===== src/rtl/btn_conditioner.sv =====
// Button front end: two-flop synchronizer, per-channel debounce, registered
// press/release pulses and a saturating count of accepted presses.
module btn_conditioner #(
  parameter int N_BTN           = 8,
  parameter int DEBOUNCE_CYCLES = 20000,
  parameter int CNT_W           = 8
) (
  input  logic             clk,
  input  logic             rst,
  input  logic [N_BTN-1:0] btn_raw,
  input  logic             en,
  input  logic             count_clr,
  output logic [N_BTN-1:0] btn_level,
  output logic [N_BTN-1:0] btn_press,
  output logic [N_BTN-1:0] btn_release,
  output logic             any_press,
  output logic [CNT_W-1:0] press_count
);

  localparam int DB_W  = $clog2(DEBOUNCE_CYCLES + 1);
  localparam int POP_W = $clog2(N_BTN + 1);
  localparam int SUM_W = CNT_W + POP_W;
  localparam logic [DB_W-1:0]  DB_LAST = DB_W'(DEBOUNCE_CYCLES - 1);
  localparam logic [SUM_W-1:0] CNT_MAX = SUM_W'({CNT_W{1'b1}});

  function automatic logic [POP_W-1:0] popcount(input logic [N_BTN-1:0] v);
    logic [POP_W-1:0] n;
    n = '0;
    for (int i = 0; i < N_BTN; i++) n = n + POP_W'(v[i]);
    return n;
  endfunction

  function automatic logic [CNT_W-1:0] sat_add(input logic [CNT_W-1:0] a,
                                               input logic [POP_W-1:0] b);
    logic [SUM_W-1:0] s;
    s = SUM_W'(a) + SUM_W'(b);
    if (s > CNT_MAX) return {CNT_W{1'b1}};
    return s[CNT_W-1:0];
  endfunction

  logic [N_BTN-1:0] r_sync_p0, r_sync_p1;
  logic [N_BTN-1:0] r_level, r_press, r_release;
  logic [DB_W-1:0]  r_cnt [N_BTN];
  logic             r_any;
  logic [CNT_W-1:0] r_count;
  logic [N_BTN-1:0] w_accept, w_rise, w_fall;

  // Stage p0/p1: metastability guard on the asynchronous pins
  always_ff @(posedge clk or posedge rst) begin
    if (rst) begin
      r_sync_p0 <= '0;
      r_sync_p1 <= '0;
    end else begin
      r_sync_p0 <= btn_raw;
      r_sync_p1 <= r_sync_p0;
    end
  end

  always_comb begin
    w_accept = '0;
    for (int i = 0; i < N_BTN; i++)
      w_accept[i] = (r_sync_p1[i] != r_level[i]) && (r_cnt[i] == DB_LAST);
  end
  assign w_rise = w_accept & r_sync_p1;
  assign w_fall = w_accept & ~r_sync_p1;

  // Debounce stage: level and edge pulses all update on the acceptance edge
  always_ff @(posedge clk or posedge rst) begin
    if (rst) begin
      r_level   <= '0;
      r_press   <= '0;
      r_release <= '0;
      r_any     <= 1'b0;
      for (int i = 0; i < N_BTN; i++) r_cnt[i] <= '0;
    end else begin
      r_press   <= w_rise & {N_BTN{en}};
      r_release <= w_fall & {N_BTN{en}};
      r_any     <= en & (|w_rise);
      for (int i = 0; i < N_BTN; i++) begin
        if (r_sync_p1[i] == r_level[i]) begin
          r_cnt[i] <= '0;
        end else if (w_accept[i]) begin
          r_cnt[i]   <= '0;
          r_level[i] <= r_sync_p1[i];
        end else begin
          r_cnt[i] <= r_cnt[i] + 1'b1;
        end
      end
    end
  end

  // Count stage: one cycle behind the press pulses; clear wins over increment
  always_ff @(posedge clk or posedge rst) begin
    if (rst)            r_count <= '0;
    else if (count_clr) r_count <= '0;
    else                r_count <= sat_add(r_count, popcount(r_press));
  end

  assign btn_level   = r_level;
  assign btn_press   = r_press;
  assign btn_release = r_release;
  assign any_press   = r_any;
  assign press_count = r_count;

endmodule


===== config.mk =====
export PLATFORM = sky130hd
export DESIGN_NAME = btn_conditioner
export DESIGN_NICKNAME = d
export VERILOG_FILES = /design/src/rtl/btn_conditioner.sv
export SDC_FILE = /design/constraint.sdc
export NUM_CORES = 1
export LEC_CHECK = 0
export ABC_AREA = 1
export ABC_CLOCK_PERIOD_IN_PS = 6940
export CAP_MARGIN = 20
export CORE_UTILIZATION = 31
export CTS_CLUSTER_DIAMETER = 50
export DETAILED_ROUTE_END_ITERATION = 16
export GPL_TIMING_DRIVEN = 0
export MAX_ROUTING_LAYER = met4
export PLACE_DENSITY_LB_ADDON = 0.3
export REMOVE_ABC_BUFFERS = 1
export SYNTH_ARGS = -nofsm -noshare
export SYNTH_HDL_FRONTEND = slang
export SYNTH_SLANG_ARGS = --single-unit

===== constraint.sdc =====
create_clock -name clk -period 6.94 [get_ports clk]
set_input_delay 1.388 -clock clk [delete_from_list [all_inputs] [get_ports clk]]
set_output_delay 1.388 -clock clk [all_outputs]
set_load 0.005 [all_outputs]

# Yosys cells after proc, flatten, opt, wreduce, memory -nomap -nowiden
# Index checks and enable logic that the tools add are counted.
# W data, S select, Z words.
# totals
word_cells	115
ff_bits	169
# classes
n_eq_ne	24
bitwise	14
addsub	16
reduce_logical	17
mux	21
order_cmp	1
# ops
op	count
$mux W15	16
$add A15 B1 Y15 const B	8
$eq A15 B15 Y1 const B	8
$and A8 B8 Y8	4
$mux W8	3
$add A4 B1 Y4	4
$reduce_and A2 Y1	8
$add A8 B4 Y9	1
$gt A9 B8 Y1 const B	1
$eq A1 B1 Y1	8
$logic_and A1 B1 Y1	8
$ne A1 B1 Y1	8
$not A1 Y1	8
$not A8 Y8	1
$reduce_or A8 Y1	1
$add A3 B1 Y4	1
$add A2 B1 Y3	1
$add A1 B1 Y2	1
$mux W1	2
$and A1 B1 Y1	1

# Depth between registers and ports, before layout
# logic_depth
word_depth	13
depth_mapped	15

# Worst setup path before layout
# No wires, ideal clock.
# synth_timing
path_kind	reg-to-reg
start	register r_press[0], in the netlist btn_press[0]
end	register r_count[5], in the netlist press_count[5]
arrival_time_ps	3147
path_stages_with_launch	16
setup_slack_ps	3676
path_cell_list	dfrtp_1 > fa_1 > inv_1 > fa_1 > fa_1 > fa_1 > inv_1 > fa_1 > nand3_1 > nand2_1 > nand2_1 > nor2_1 > nand2_1 > nand2_1 > o21bai_1 > inv_1
# synth_via
elab_chain_cells	13
# synth_lines
item	line	rtl
from (decl)	42	logic [N_BTN-1:0] r_level, r_press, r_release;
from (signal assigned)	76	r_press <= w_rise & {N_BTN{en}};
$add A1 B1 Y2 *	29	for (int i = 0; i < N_BTN; i++) n = n + POP_W'(v[i]);
$add A2 B1 Y3 *	29	
$add A3 B1 Y4 *	29	
$add A4 B1 Y4 * (4 in a row)	29	
$add A8 B4 Y9 *	36	s = SUM_W'(a) + SUM_W'(b);
$gt A9 B8 Y1	37	if (s > CNT_MAX) return {CNT_W{1'b1}};
$mux W1	37	
$mux W1	95	else if (count_clr) r_count <= '0;
$mux W8 *	38	return s[CNT_W-1:0];
$mux W8 *	95	
to (signal assigned)	96	else r_count <= sat_add(r_count, popcount(r_press));
to (decl)	45	logic [CNT_W-1:0] r_count;
# Every way passes the cells marked *; elsewhere a longest branch is shown, timed or not. The select of a mux whose other input is x is not followed.
# A chain may end at the register's enable or synchronous reset.

# Final worst setup path
# Same ends and word-level chain as after synthesis.

==> results by group <==
Status
  • Run status: finished clean

Clock tree
  • Number of buffers on the longest clock path: 2
  • H-tree depth reported by CTS: 4
  • Total clock buffers created by CTS: 17
  • Clock Pin Slew Worst Setup and Hold Paths: 60 ps
  • Number of hold-repair buffers added at the cts stage: 0
  • CTS Root Buffer Type: sky130_fd_sc_hd__clkbuf_16
  • Number of buffers inserted to repair setup after CTS: 0
  • Num Clock Sinks: 169
  • Number of gates given a new drive strength after cts: 0
  • Insertion delay of the later-clocked pin in the worst-skew pair: 430 ps
  • CTS tree: yes

Timing
  • Worst relative slew slack: 48.2%
  • Min cycle time layout: 3540 ps
  • Final hold violation count: 0
  • Maximum frequency from static timing analysis: 283 MHz
  • Worst slack on hold paths: 349 ps
  • Unrepaired setup endpoints after global routing: no
  • Worst slew pin tran: 772 ps
  • Final period util: 50.9%
  • Worst Clk Skew: 11.1 ps
  • Number of endpoints failing setup at the final stage: 0
  • Number of slew-limit violations in the final report: 0

Detailed routing
  • Number of design-rule violations left by the first detailed-router iteration: 366
  • Wirelength per Cell: 11.9 microns
  • Length of the first detailed-routing pass in iterations: 4
  • DR DRC count: 0
  • Routed vias: 6069
  • Drt total wl: 16100 microns
  • Via density per instance: 4.51
  • Final ANT Viol Nets: 0

Layout
  • Fraction of layout instances using a drive strength above 1: 8.65%
  • Synth-to-Final Area Change: 18.5%
  • Count of nets after finishing: 1035
  • Number of inserted diodes: 0
  • Core occupancy in the finished layout: 37.7%
  • Filler Cell Count: 2583

Global route
  • Via count of the first global-routing pass: 5892
  • Antenna violations before repair: 0
  • Remaining global-route overflow: 0
  • Wire length of the first global-routing pass: 27900 microns
  • Total global routing track utilization: 13.5%
  • Pin count of the biggest net entering global routing: 117

Synthesis
  • Number of synthesized register bits: 169
  • Post-Syn Area: 8080 sq um
  • Xor/xnor cell area share of the yosys netlist: 2.39%
  • Fraction of the mapped netlist area in compound gates: 7.87%
  • Adder and majority gate portion of the synthesized area: 3.41%
  • Post-synthesis mux area share: 0%
  • Share of flip-flops with an asynchronous set or reset: 100%
  • Number of instances in the synthesized netlist: 943
  • Simple logic cell fraction of the synthesized area: 26.4%
  • Share of synthesized area occupied by flip-flops and latches: 52.4%
  • Synth cell types: 46
  • Largest family of logic cells by synthesized area: simple AND/OR/NAND/NOR gates
  • Most used flip-flop cell after synthesis: sky130_fd_sc_hd__dfrtp_1
  • Post-Syn Area per Cell: 8.56 sq um
  • Warning count from the yosys run: 0
  • Number of enable flip-flop cells after synthesis: 0

Floorplan
  • Standard-cell rows: 58
  • Die Wd: 163 microns
  • Core area: 25400 sq um
  • Die Height: 163 microns
  • Die area: 26700 sq um
  • Number of I/O pins: 45
  • Starting utilization of the core area: 31.8%

Flow run
  • Max Cap Viol: 0

Power
  • Max IR drop VDD: 0.163 mV
  • Power per cell area: 217 nW/um^2
  • Static leakage power: 4.59 nW

Placement
  • Port Buffer Count: 44
  • Half-perimeter wire length after placement: 11600 microns
  • Placer's final routability congestion estimate: 0.830

Setup path
  • Critical path launch point type: register
  • Data arrival, critical path: 3850 ps
  • Worst R2R Setup Slack: 3400 ps
  • Endpoint required time on the critical path: 7250 ps
  • Biggest fanout along the worst timing path: 7
  • Worst Setup End Kind: register
  • Setup CP Type: reg2reg

Hold path
  • Class of the tightest hold or removal check: reg2reg
-- kinds of logic (layout without fill, tap and decap cells) --
logic type / Yosys count / in the layout
AO/OA/AOI/OAI: 112 / 112
XOR/XNOR: 19 / 19
buffers and inverters: 162 / 236
AND/OR/NAND/NOR: 462 / 462
adder cells (fa/ha/maj): 19 / 19
flip-flops: 169 / 169
-- state kept, by name, summed over array words and instances, names as in the netlist --
signal,count
any_press,1
btn_level,8
btn_press,8
btn_release,8
press_count,8
r_cnt,120
r_sync_p0,8
r_sync_p1,8
-- per-stage QoR --
step | instance area [sq um] | TNS [ps] | total power, W | std cells | worst slack, ps
after floorplan | 8060 | 0 | 0.00108 | 940 | 977
after global placement | 8920 | -261780 | 0.00111 | 1314 | -1560
after detailed placement | 8950 | 0 | 0.00111 | 1315 | 3420
after CTS | 9570 | 0 | 0.00211 | 1347 | 3390
after global routing | 9570 | 0 | 0.00216 | 1347 | 3170
final | 9570 | 0 | 0.00207 | 1347 | 3400
-- routing by layer --
layer  global-route usage [%]  share of wire (%)  up-vias
met5                        -                  0        -
met4                     4.63                1.3        0
met3                     2.74                3.6       14
met2                     21.3                 47       84
met1                     17.2                 48     2842
li1                         -                  -     3129
-- worst paths after layout --
check,from,endpoint,cells after the start
max,btn_press[0]$_DFF_PP0_,press_count[5]$_DFF_PP0_,15
min,r_sync_p0[6]$_DFF_PP0_,r_sync_p1[6]$_DFF_PP0_,0
max reg2reg,btn_press[0]$_DFF_PP0_,press_count[5]$_DFF_PP0_,15
min reg2reg,r_sync_p0[6]$_DFF_PP0_,r_sync_p1[6]$_DFF_PP0_,0
max in group asynchronous,rst,r_cnt[107]$_DFF_PP0_,3
min in group asynchronous,rst,r_cnt[10]$_DFF_PP0_,2
-- cells in the mapped netlist (2+ instances only) --
cell	count	area (sq um)
sky130_fd_sc_hd__a211oi_1	2	15.0
sky130_fd_sc_hd__a21oi_1	52	260
sky130_fd_sc_hd__a31oi_1	8	50.1
sky130_fd_sc_hd__and3_1	2	12.5
sky130_fd_sc_hd__buf_1	2	7.51
sky130_fd_sc_hd__dfrtp_1	169	4230
sky130_fd_sc_hd__fa_1	5	100
sky130_fd_sc_hd__ha_1	14	175
sky130_fd_sc_hd__inv_1	148	556
sky130_fd_sc_hd__inv_2	10	37.5
sky130_fd_sc_hd__nand2_1	176	661
sky130_fd_sc_hd__nand2_2	5	31.3
sky130_fd_sc_hd__nand3_1	47	235
sky130_fd_sc_hd__nand3_2	6	60.1
sky130_fd_sc_hd__nand3b_1	2	15.0
sky130_fd_sc_hd__nand4_1	12	75.1
sky130_fd_sc_hd__nor2_1	127	477
sky130_fd_sc_hd__nor2_2	9	56.3
sky130_fd_sc_hd__nor2_4	4	45.0
sky130_fd_sc_hd__nor2_8	2	40.0
sky130_fd_sc_hd__nor3_1	43	215
sky130_fd_sc_hd__nor3b_1	9	67.6
sky130_fd_sc_hd__nor3b_2	2	25.0
sky130_fd_sc_hd__nor4_1	2	12.5
sky130_fd_sc_hd__o21a_1	4	30.0
sky130_fd_sc_hd__o21ai_0	32	160
sky130_fd_sc_hd__o21ai_1	4	20.0
sky130_fd_sc_hd__o21bai_1	2	15.0
sky130_fd_sc_hd__o221a_2	2	22.5
sky130_fd_sc_hd__or2_1	3	18.8
sky130_fd_sc_hd__or2_2	8	50.1
sky130_fd_sc_hd__xnor2_1	8	70.1
sky130_fd_sc_hd__xor2_1	9	78.8
-- layout by cell type, fill, tap and decap left out, types with 4 or more instances in the layout --
cell	count
sky130_fd_sc_hd__nor3_1	43
sky130_fd_sc_hd__nor2_1	127
sky130_fd_sc_hd__a31oi_1	8
sky130_fd_sc_hd__xnor2_1	8
sky130_fd_sc_hd__nor2_4	4
sky130_fd_sc_hd__ha_1	14
sky130_fd_sc_hd__fa_1	5
sky130_fd_sc_hd__dfrtp_1	169
sky130_fd_sc_hd__o21ai_1	4
sky130_fd_sc_hd__or2_2	8
sky130_fd_sc_hd__nand4_1	12
sky130_fd_sc_hd__clkdlybuf4s50_1	44
sky130_fd_sc_hd__nor3b_1	9
sky130_fd_sc_hd__nand3_2	6
sky130_fd_sc_hd__xor2_1	9
sky130_fd_sc_hd__a21oi_1	52
sky130_fd_sc_hd__inv_1	147
sky130_fd_sc_hd__inv_6	5
sky130_fd_sc_hd__nand3_1	47
sky130_fd_sc_hd__o21a_1	4
sky130_fd_sc_hd__clkbuf_16	17
sky130_fd_sc_hd__inv_2	10
sky130_fd_sc_hd__nand2_1	176
sky130_fd_sc_hd__o21ai_0	32
sky130_fd_sc_hd__nand2_2	5
sky130_fd_sc_hd__nor2_2	9
-- critical path: stages (launching register included) --
cell and delay [ps]:
sky130_fd_sc_hd__dfrtp_1 400, sky130_fd_sc_hd__fa_1 540, sky130_fd_sc_hd__inv_1 70, sky130_fd_sc_hd__fa_1 440
sky130_fd_sc_hd__fa_1 540, sky130_fd_sc_hd__fa_1 170, sky130_fd_sc_hd__inv_1 60, sky130_fd_sc_hd__fa_1 400
sky130_fd_sc_hd__nand3_1 100, sky130_fd_sc_hd__nand2_1 90, sky130_fd_sc_hd__nand2_1 90, sky130_fd_sc_hd__nor2_1 50
sky130_fd_sc_hd__nand2_1 200, sky130_fd_sc_hd__nand2_1 90, sky130_fd_sc_hd__o21bai_1 120, sky130_fd_sc_hd__inv_1 50
-- area by class of cell --
class,count,area (sq um),area share [%]
Multi-Input combinational cell,612,3240,33.8
Inverter,159,604,6.32
Clock buffer,17,425,4.45
Timing Repair Buffer,45,468,4.89
Tap cell,330,413,4.32
Clock inverter,15,189,1.98
Sequential cell,169,4230,44.2
-- power breakdown --
group	switching (W)	total (W)	internal, W	leakage [nW]
combinational	0.0000513	0.0000751	0.0000238	1.99
sequential	0.0000122	0.00101	0.00100	2.30
clock	0.000409	0.000984	0.000575	0.301
(Power assumes the default switching activity.)
